### src/rtl/imem_loader_pkg.sv
// Shared types and constants for the instruction-memory loader.
package imem_loader_pkg;

  localparam int N_WORDS_DEF    = 64;
  localparam int BYTES_PER_WORD = 4;

  typedef enum logic [2:0] {
    IDLE,
    LEN,
    DATA,
    WRITE,
    FILL,
    DONE,
    ERR
  } state_e;

endpackage

### src/rtl/imem_loader_if.sv
// Byte-stream input and RAM write port of the loader, bundled as one interface.
interface imem_loader_if #(
  parameter int AW = 6,
  parameter int DW = 32
) ();

  logic          byte_valid;
  logic [7:0]    byte_data;
  logic          byte_ready;
  logic          mem_we;
  logic [AW-1:0] mem_addr;
  logic [DW-1:0] mem_wdata;

  // master is the loader's view; slave is the byte source plus RAM side
  modport master (
    input  byte_valid, byte_data,
    output byte_ready, mem_we, mem_addr, mem_wdata
  );

  modport slave (
    output byte_valid, byte_data,
    input  byte_ready, mem_we, mem_addr, mem_wdata
  );

endinterface

### src/rtl/imem_loader_word_assembler.sv
// Packs stream bytes MSB first into one instruction word; flags the final byte.
module word_assembler
  import imem_loader_pkg::*;
(
  input  logic                          clk,
  input  logic                          reset,
  input  logic                          shift_en,
  input  logic                          clear,
  input  logic [7:0]                    byte_in,
  output logic [BYTES_PER_WORD*8-1:0]   word,
  output logic                          word_full
);

  logic [1:0]                  cnt_q, cnt_d;
  logic [BYTES_PER_WORD*8-1:0] word_q, word_d;

  // NOTE: every signal assigned here gets a default first, so no latch is inferred.
  always_comb begin
    cnt_d  = cnt_q;
    word_d = word_q;
    if (clear) begin
      cnt_d = '0;
    end else if (shift_en) begin
      word_d = {word_q[BYTES_PER_WORD*8-9:0], byte_in};
      cnt_d  = cnt_q + 1'b1;
    end
  end

  // NOTE: sequential state uses non-blocking assignments only.
  always_ff @(posedge clk) begin
    if (!reset) begin
      cnt_q  <= '0;
      word_q <= '0;
    end else begin
      cnt_q  <= cnt_d;
      word_q <= word_d;
    end
  end

  assign word      = word_q;
  assign word_full = shift_en && (cnt_q == 2'(BYTES_PER_WORD - 1));

endmodule

### src/rtl/imem_loader.sv
// Loads a length-prefixed byte stream into the instruction RAM, zero-fills the
// remainder and holds the CPU until the image is complete.
module imem_loader
  import imem_loader_pkg::*;
#(
  parameter int N_WORDS = N_WORDS_DEF,
  parameter int AW      = 6,
  parameter int DW      = 32
) (
  input  logic          clk,
  input  logic          reset,
  input  logic          start,
  imem_loader_if.master bus,
  output logic          busy,
  output logic          done,
  output logic          error,
  output logic          cpu_hold
);

  localparam logic [7:0] MAX_LEN   = 8'(N_WORDS);
  localparam logic [AW:0] CNT_FULL = (AW+1)'(N_WORDS);
  localparam logic [AW:0] CNT_LAST = (AW+1)'(N_WORDS - 1);

  state_e        state_q, state_d;
  logic [AW:0]   cnt_q, cnt_d;
  logic [AW:0]   len_q, len_d;
  logic [AW:0]   cnt_inc;
  logic          accept;
  logic          xfer;
  logic          word_full;
  logic [DW-1:0] word;

  assign accept  = (state_q == LEN) || (state_q == DATA);
  assign xfer    = accept && bus.byte_valid;
  assign cnt_inc = cnt_q + 1'b1;

  word_assembler u_asm (
    .clk       (clk),
    .reset     (reset),
    .shift_en  (xfer && (state_q == DATA)),
    .clear     (state_q == WRITE),
    .byte_in   (bus.byte_data),
    .word      (word),
    .word_full (word_full)
  );

  always_ff @(posedge clk) begin
    if (!reset) begin
      state_q <= IDLE;
      cnt_q   <= '0;
      len_q   <= '0;
    end else begin
      state_q <= state_d;
      cnt_q   <= cnt_d;
      len_q   <= len_d;
    end
  end

  always_comb begin
    state_d = state_q;
    cnt_d   = cnt_q;
    len_d   = len_q;
    unique case (state_q)
      IDLE, DONE, ERR: if (start) state_d = LEN;
      LEN: begin
        if (xfer) begin
          if ((bus.byte_data == 8'd0) || (bus.byte_data > MAX_LEN)) begin
            state_d = ERR;
          end else begin
            len_d   = (AW+1)'(bus.byte_data);
            cnt_d   = '0;
            state_d = DATA;
          end
        end
      end
      DATA: if (word_full) state_d = WRITE;
      WRITE: begin
        cnt_d = cnt_inc;
        if (cnt_inc == len_q) state_d = (len_q < CNT_FULL) ? FILL : DONE;
        else                  state_d = DATA;
      end
      // The counter stops advancing once DONE is reached, so addresses never wrap
      FILL: begin
        cnt_d = cnt_inc;
        if (cnt_q == CNT_LAST) state_d = DONE;
      end
      default: state_d = IDLE;
    endcase
  end

  always_comb begin
    busy           = (state_q == LEN) || (state_q == DATA) ||
                     (state_q == WRITE) || (state_q == FILL);
    done           = (state_q == DONE);
    error          = (state_q == ERR);
    cpu_hold       = (state_q != DONE);
    bus.byte_ready = accept;
    bus.mem_we     = (state_q == WRITE) || (state_q == FILL);
    bus.mem_addr   = bus.mem_we ? cnt_q[AW-1:0] : '0;
    bus.mem_wdata  = (state_q == WRITE) ? word : '0;
  end

endmodule

### src/flat_wrapper.sv
// flat-port wrapper written by rule: the top's interface ports become plain ports
module imem_loader_flat import imem_loader_pkg::*;
#(
  parameter int N_WORDS = N_WORDS_DEF,
  parameter int AW      = 6,
  parameter int DW      = 32
)
  (clk, reset, start, busy, done, error, cpu_hold, bus_byte_valid, bus_byte_data, bus_byte_ready, bus_mem_we, bus_mem_addr, bus_mem_wdata);
  imem_loader_if #(.AW(AW), .DW(DW)) bus_i ();
  input  logic clk;
  input  logic reset;
  input  logic start;
  output logic busy;
  output logic done;
  output logic error;
  output logic cpu_hold;
  input wire logic [$bits(bus_i.byte_valid)-1:0] bus_byte_valid;
  input wire logic [$bits(bus_i.byte_data)-1:0] bus_byte_data;
  output wire logic [$bits(bus_i.byte_ready)-1:0] bus_byte_ready;
  output wire logic [$bits(bus_i.mem_we)-1:0] bus_mem_we;
  output wire logic [$bits(bus_i.mem_addr)-1:0] bus_mem_addr;
  output wire logic [$bits(bus_i.mem_wdata)-1:0] bus_mem_wdata;
  assign bus_i.byte_valid = bus_byte_valid;
  assign bus_i.byte_data = bus_byte_data;
  assign bus_byte_ready = bus_i.byte_ready;
  assign bus_mem_we = bus_i.mem_we;
  assign bus_mem_addr = bus_i.mem_addr;
  assign bus_mem_wdata = bus_i.mem_wdata;
  imem_loader #(.N_WORDS(N_WORDS), .AW(AW), .DW(DW)) u_core (.clk(clk), .reset(reset), .start(start), .bus(bus_i), .busy(busy), .done(done), .error(error), .cpu_hold(cpu_hold));
endmodule
### config.mk
export PLATFORM = sky130hd
export DESIGN_NAME = imem_loader_flat
export DESIGN_NICKNAME = d
export VERILOG_FILES = /design/src/rtl/imem_loader_pkg.sv /design/src/rtl/imem_loader_if.sv /design/src/rtl/imem_loader_word_assembler.sv /design/src/rtl/imem_loader.sv /design/src/flat_wrapper.sv
export SDC_FILE = /design/constraint.sdc
export NUM_CORES = 1
export LEC_CHECK = 0
export ABC_AREA = 1
export CAP_MARGIN = 20
export CORE_MARGIN = 2
export CORE_UTILIZATION = 30
export DETAILED_ROUTE_END_ITERATION = 8
export HOLD_SLACK_MARGIN = 0.03
export PLACE_DENSITY = 0.52
export SYNTH_ARGS = -nofsm -noshare
export SYNTH_HDL_FRONTEND = slang
export SYNTH_HIERARCHICAL = 1
export SYNTH_SLANG_ARGS = --single-unit
### constraint.sdc
create_clock -name clk -period 1.7 [get_ports clk]
set_input_delay 0.17 -clock clk [delete_from_list [all_inputs] [get_ports clk]]
set_output_delay 0.17 -clock clk [all_outputs]
set_load 0.01 [all_outputs]
# Yosys cells after proc, flatten, opt, wreduce, memory -nomap -nowiden
# Cells that the tools add are included.
# Widths: inputs -> output; s select.
op_classes:
  addsub: 2
  order_cmp: 2
  n_eq_ne: 15
  n_mux: 13
  bitwise: 3
  reduce_logical: 18
op_table:
  columns: ["op", "count"]
  rows:
  - ["$mux 32", 1]
  - ["$mux 3", 6]
  - ["$pmux 3 s5", 1]
  - ["$mux 7", 2]
  - ["$pmux 7 s2", 1]
  - ["$eq 3x3->1 const B", 3]
  - ["$gt 8x7->1 const B", 1]
  - ["$logic_not 8->1", 1]
  - ["$add 7x1->7 const B", 1]
  - ["$eq 7x6->1 const B", 1]
  - ["$eq 7x7->1", 1]
  - ["$lt 7x7->1 const B", 1]
  - ["$eq 3x2->1 const B", 2]
  - ["$mux 6", 1]
  - ["$ne 2x2->1 const B", 3]
  - ["$reduce_and 3->1", 2]
  - ["$logic_or 1x1->1", 5]
  - ["$ne 2x1->1 const B", 2]
  - ["$reduce_and 4->1", 1]
  - ["$reduce_or 2->1", 2]
  - ["$eq 3x1->1 const B", 1]
  - ["$logic_and 1x1->1", 3]
  - ["$logic_not 3->1", 1]
  - ["$ne 3x3->1 const B", 1]
  - ["7 further kinds", 9]
totals:
  regBits: 51
  input_bits: 12
  output_inout_bits: 44
  wordCells: 58

# Depth between registers and ports, before layout
logic_depth:
  word_depth: 7
  ltp_mapped: 14
  depth_no_buf: 14

# Hierarchy
# Netlist, hierarchy kept.
modules_own_cells:
  columns: ["module", "instances", "cells_per_inst", "area_each_um2", "seq_area_each_um2"]
  rows:
  - ["word_assembler", 1, 220, 1476.4, 680.7]
  - ["imem_loader", 1, 247, 1338.8, 340.3]

# Worst setup path after synthesis
# OpenSTA, ideal clock, no wires.
synth_timing:
  kind: "reg2reg"
  startpoint: "register u_core.state_q[2]"
  endpoint: "register u_core.state_q[2]"
  setup_ns: 0.069
  arrival_time_ns: 1.546
  t_required_ns: 1.631
  setup_slack_ns: 0.086
  path_stages_with_launch: 14
  n_path_buf: 2
  period_less_slack_ns: 1.614
  cell_sequence: "dfxtp_1 inv_1 nand3_1 nor2_1 buf_4 buf_2 nand2_1 inv_1 o22ai_1 a21oi_1 nand2_1 inv_1 nand2_1 a21oi_2"
synth_between:
  elab_chain_cells: 7
  elab_cells_between_ends: 18
  classes_between: "10 x eq/ne; 1 x mux; 7 x reduce/logical"
synth_rtl:
  columns: ["element", "line", "text"]
  rows:
  - ["from (decl)", "imem_loader.sv:24", "state_e state_q, state_d;"]
  - ["from (signal assigned)", "imem_loader.sv:53", "state_q <= state_d;"]
  - ["$eq 3x1->1 or $eq 3x2->1 (tied branches)", "imem_loader.sv:33, imem_loader.sv:40", null]
  - ["$logic_or 1x1->1", "imem_loader.sv:33", "assign accept = (state_q == LEN) || (state_q == DATA);"]
  - ["$logic_and 1x1->1", "imem_loader.sv:34", "assign xfer = accept && bus.byte_valid;"]
  - ["$logic_and 1x1->1 *", "imem_loader.sv:40", ".shift_en (xfer && (state_q == DATA)),"]
  - ["$logic_and 1x1->1 *", "imem_loader_word_assembler.sv:41", "assign word_full = shift_en && (cnt_q == 2'(BYTES_PER_WORD - 1));"]
  - ["net u_core.word_full", "imem_loader.sv:30", "logic word_full;"]
  - ["$ne 2x2->1 (no source line) *", null, null]
  - ["$reduce_and 4->1 (no source line) *", null, null]
# The timed path passes the listed nets; every way through them passes the cells marked *.
# A chain may end at the register's enable or synchronous reset.

# Final worst setup path
layout_timing:
  startpoint: "register u_core.state_q[0]"
  endpoint: "output port error"
layout_between:
  elab_chain_cells: 1
layout_rtl:
  columns: ["element", "line", "text"]
  rows:
  - ["$eq 3x3->1", "imem_loader.sv:95", "error = (state_q == ERR);"]
  - ["to (decl)", "flat_wrapper.sv:15", "output logic error;"]
# Every way passes these cells.

==> flow_metrics.tcl <==
set metrics [dict create \
    io_pins 56 \
    clockBufferDepth 2 \
    cts-root-buf "clkbuf_8" \
    crit_top_cell "inv_1" \
    p_sw_mw 1.67 \
    seqPwrFrac_pct 37.1 \
    synthAdderAreaFrac_pct 0.889 \
    drt-initial-drc-count 152 \
    grt_first_pass_wirelength_um 12100 \
    cts_hold_buf 0 \
    crit_slowest_cell "clkdlybuf4s50_1" \
    synth_edf_count 0 \
    dieArea_um2 10200 \
    syn_area_per_cell_um2 6.03 \
    p_per_area_nw_per_um2 1150 \
    crit_fanout 5 \
    nNetsFinal 557 \
    yosys_warnings 6 \
    rsz0062_at_grt "yes" \
    drt-total-wl_um 7210 \
    muxShareOfSynthArea_pct 0 \
    synth_common_cells "nor2_1 (114), inv_1 (95), nand2_1 (83)" \
    antenna_cells 0 \
    syn-num-nets 481 \
    synth_top_family_by_area "simple AND/OR/NAND/NOR gates" \
    yosysTopAreaCellShare_pct 36.3 \
    hp-class "reg2reg" \
    cts_num_sinks 51 \
    end_kind "output pin" \
    final_util_pct 41.4 \
    syn_area_um2 2820 \
    start_util_pct 30.8 \
    path_cells "inv_1, nand3_1, inv_1, clkdlybuf4s50_1" \
    clkTransAtPathRegs_ns 0.11 \
    hold_violations 0 \
    synthXorXnorAreaFrac_pct 1.24 \
    synth_cells 467 \
    async_flop_share_pct 0 \
    critical_path_class "reg2out" \
    seq_area_frac_synth_pct 36.3 \
    setup_tns_ns 0 \
    post-route-min-period_ns 1.66 \
    skew_ns 0.00783 \
    setup_violations 0 \
    chipHeight_um 101 \
    rows 35 \
    synthSimpleGateAreaFrac_pct 38.5 \
    fp.dieW_um 101 \
    place_congestion 0.843 \
    slew_headroom_pct 80.6 \
    area.growth.synth_to_final_pct 34.7 \
    overflow 0 \
    cts_tree "yes" \
    post-synth-top-area-cell "dfxtp_1" \
    core_area_um2 9150 \
    io_buffers 55 \
    grt.total_usage_pct 14.8 \
    p_sw_share_pct 38.3 \
    fin_crit_sh_pct 97.6 \
    ys_ff_latch 51 \
    hpwlAfterDp_um 4790 \
    fmax_mhz 602 \
    drt_first_pass_iters 4 \
    clock_power_share_pct 20.5 \
    cap_viol_max_count 0 \
    via_per_inst 4.38 \
    status "completed" \
    yosysUniqueCellTypes 26 \
    synth.most_common_cell "nor2_1" \
    cp_data_arrival_time_ns 1.49 \
    cts_max_level 2 \
    cp.required_ns 1.53 \
    drive_above_1_share_pct 22.1 \
    grt_max_degree 42 \
    antenna_left 0 \
    irDropWorstVdd_mv 0.372 \
    combPwrFrac_pct 42.5 \
    synth.area.top_cells "dfxtp_1 (36%), nor2_1 (15%), inv_1 (13%), nand2_1 (11%), nand3_1 (9.2%)" \
    route.vias.total 2872 \
    worst_pin_slew_ns 0.290 \
    clock_latency_ns 0.31 \
    hold_ws_ns 0.467 \
    grt_pass1_vias 2664 \
    drc 0 \
    antenna_found_initial 0 \
    ys.flop_type "dfxtp_1" \
    max_stage_delay_ns 0.54 \
    synth_compound_area_share_pct 6.09 \
    maxSlewViolCount 0 \
    start_kind "flip-flop" \
    cts_buffers 5 \
    leakagePower_nw 1.65 \
    p_int_mw 2.68 \
    wl_per_cell_um 11.0 \
]
## per-stage QoR
stage / cell area (um^2) / worst slack [ns] / std cells / total power, mW
after floorplan: 2820 / 0.0856 / 467 / 2.70
after global placement: 3650 / -0.111 / 640 / 3.29
after detailed placement: 3650 / -0.177 / 640 / 3.30
after CTS: 3690 / 0.00949 / 652 / 4.29
after global routing: 3790 / -0.0315 / 655 / 4.69
final: 3790 / 0.0401 / 655 / 4.35
## area by class of cell
cell class,count,area [um^2]
fillers,1004,5360
multi-input cells,299,1400
clock inverters,3,47.5
flip-flops and latches,51,1030
well taps,111,139
repair buffers,86,719
inverters,100,380
clock buffers,5,68.8
## power by group through the flow
stage	logic, mW	registers (mW)	clock network [mW]
4_1_cts	1.77	1.60	0.915
3_3_place_gp	1.70	1.60	0
3_5_place_dp	1.70	1.60	0
5_1_grt	2.09	1.65	0.957
6_report	1.85	1.61	0.891
2_1_floorplan	1.12	1.58	0
## final timing paths
kind	start	to	slack, ns	depth (start not counted)
worst max-delay path	u_core/state_q[0]	error	0.04	4
worst min register to register	u_core/u_asm/cnt_q[1]	u_core/u_asm/cnt_q[1]	0.47	2
worst min-delay path	u_core/u_asm/cnt_q[1]	u_core/u_asm/cnt_q[1]	0.47	2
worst max register to register	u_core/cnt_q[0]	u_core/state_q[2]	0.09	13
## routing by layer
| layer | GRT usage, % | up-vias | wire length (um) |
|---|---|---|---|
| li1 | - | 1533 | - |
| met1 | 20.1 | 1287 | 3680 |
| met2 | 24.1 | 46 | 3240 |
| met3 | 2.36 | 6 | 200 |
| met4 | 4.32 | 0 | 86 |
| met5 | 0 | - | 0 |
## cell families (layout without fill, tap and decap cells)
kind of cell,after synthesis,in the layout
buffers and inverters,118,194
flip-flops,51,51
XOR/XNOR,4,4
adder cells (fa/ha/maj),2,2
AO/OA/AOI/OAI,32,32
AND/OR/NAND/NOR,260,261
## critical path: cells and delay by family, from the launching register on
family | cells | cell delay [ns]
buffers and inverters | 3 | 0.70
and+or+nand+nor | 1 | 0.10
DFF | 1 | 0.38
## layout by cell type (no fill, tap or decap), types with 2 or more instances in the layout
cell type / netlist / routed
nand2_2: 3 / 4
nor2_4: 3 / 5
nor2_2: 4 / 17
clkdlybuf4s50_1: 0 / 13
inv_1: 95 / 91
buf_4: 1 / 21
o21ai_0: 8 / 8
buf_2: 8 / 32
inv_4: 0 / 2
dfxtp_2: 0 / 3
dfxtp_1: 51 / 46
clkbuf_8: 0 / 5
dfxtp_4: 0 / 2
nor2_1: 114 / 100
clkdlybuf4s15_1: 0 / 4
xnor2_1: 2 / 2
inv_2: 4 / 6
nand3_2: 0 / 3
nand2_1: 83 / 81
buf_6: 3 / 3
xor2_1: 2 / 2
buf_12: 0 / 5
clkbuf_2: 0 / 3
dlygate4sd2_1: 0 / 2
nand3_1: 52 / 49
a21oi_1: 19 / 19
## sequential cells by signal, indices dropped and copies added, names as in the netlist
| register | count |
|---|---|
| u_core/u_asm/cnt_q | 2 |
| u_core/state_q | 3 |
| u_core/len_q | 7 |
| u_core/u_asm/word | 32 |
| u_core/cnt_q | 7 |
## timing repair
item	4_1_cts	5_1_grt
pin swaps	2	4
cloned	2	1
gates resized for setup	155	33
endpoints found under the setup margin	42	40
buffers inserted	2	2
(Power assumes the default switching activity.)
==> edit, RTL diff (same flow settings) <==
`AW` is set to 6 in 3 places; all go to 4.
--- a/src/rtl/imem_loader_if.sv
+++ b/src/rtl/imem_loader_if.sv
@@ -1,6 +1,6 @@
 // Byte-stream input and RAM write port of the loader, bundled as one interface.
 interface imem_loader_if #(
-  parameter int AW = 6,
+  parameter int AW = 4,
   parameter int DW = 32
 ) ();
 
--- a/src/rtl/imem_loader.sv
+++ b/src/rtl/imem_loader.sv
@@ -4,7 +4,7 @@
   import imem_loader_pkg::*;
 #(
   parameter int N_WORDS = N_WORDS_DEF,
-  parameter int AW      = 6,
+  parameter int AW      = 4,
   parameter int DW      = 32
 ) (
   input  logic          clk,
--- a/src/flat_wrapper.sv
+++ b/src/flat_wrapper.sv
@@ -2,7 +2,7 @@
 module imem_loader_flat import imem_loader_pkg::*;
 #(
   parameter int N_WORDS = N_WORDS_DEF,
-  parameter int AW      = 6,
+  parameter int AW      = 4,
   parameter int DW      = 32
 )
   (clk, reset, start, busy, done, error, cpu_hold, bus_byte_valid, bus_byte_data, bus_byte_ready, bus_mem_we, bus_mem_addr, bus_mem_wdata);
Interface: changed (resized bus_mem_addr); port bits go from 56 to 54. The function was not compared with the original's and may differ.
==> edit against the unedited design <==
  * The flow now finishes with violations (setup timing)
  * Worst setup slack worse by 0.084 ns
  * Clock power is 4.7% lower
  * Global-route usage is 0.65 points lower
  * Final area is 0.46% lower
  * Worst hold slack better by 0.018 ns
  * Area after synthesis is 6.4% lower
  * Routed wire length is 4.7% lower
  * Combinational power is 2% higher
  * Die area is 6.1% lower
  * Power is 3.4% lower
  * Fmax is 4.8% lower
  * Sequential cell count is 4 lower
  * Critical path type is now register to register
  * Critical endpoint is now u_core/state_q[2]
==> edit: results <==
set metrics [dict create \
    yosysSeqAreaShare_pct 35.69 \
    fill_cells 921 \
    final.setup.worst_slack_ns -0.04435 \
    crit_fanout 2 \
    synth.top_cells.by_area "dfxtp_1, nor2_1, inv_1" \
    place_area_um2 3456 \
    ys_types 28 \
    clkTransAtPathRegs_ns 0.09 \
    synth_adder_area_share_pct 1.424 \
    maxSlewHeadroom_pct 66.85 \
    p_seq_w 0.00147 \
    dp_hpwl_um 4499 \
    cpPeakStageDelay_ns 0.36 \
    grt_pass1_wl_um 11470 \
    pre_cts_slack_ns -0.1254 \
    worstSetupPathType "register to register" \
    hp-start "u_core/u_asm/word[29]" \
    critPathTopFamily "simple AND/OR/NAND/NOR gates" \
    setup_viol 2 \
    ir_drop_v 0.0008335 \
    status "finished, violations left" \
    leakagePower_nw 1.588 \
    grt_pass1_vias 2565 \
    synth_xor_area_share_pct 0.6645 \
    dp.cells 602 \
    violations "setup timing" \
    critPathSlowestCell "dfxtp_2" \
    pg_clk_w 0.000849 \
    port_buffers 53 \
    hold_end "u_core/u_asm/word[29]" \
    hold_slack_ns 0.4851 \
    finalSetupTns_ns -0.04462 \
    routed_wl_um 6868 \
    synth_compound_area_share_pct 4.082 \
    gp_congestion 0.7925 \
]
edit: cell count changes after synthesis, moves of 3 or more:
cell     change
o21ai_0      -8
inv_1       -12
a21oi_1      -8
nor2_1       -5
inv_2        +3
nand2_1      -8
dfxtp_1      -4
edit: repair_timing:
item	CTS	global route
gates cloned	0	2
pin swaps	2	14
endpoints found under the hold margin	0	0
endpoints found under the setup margin	44	45
gates resized for setup	117	110
setup buffers	4	5
edit: cell type report:
class / count / area [um2] / share of cell area [%]
Multi-Input combinational cell: 274 / 1451 / 38.46
Clock buffer: 6 / 82.58 / 2.188
Sequential cell: 47 / 949.7 / 25.17
Timing Repair Buffer: 93 / 769.5 / 20.39
Tap cell: 108 / 135.1 / 3.581
Inverter: 91 / 350.3 / 9.284
Clock inverter: 2 / 35.03 / 0.9284
edit: metal layers:
layer	part of all wire [%]	wire [um]	track usage (%)
met1	50	3462	19.39
met2	44	3052	22.81
met3	4.2	289	2.935
met4	0.92	63	3.526
met5	0	0	0
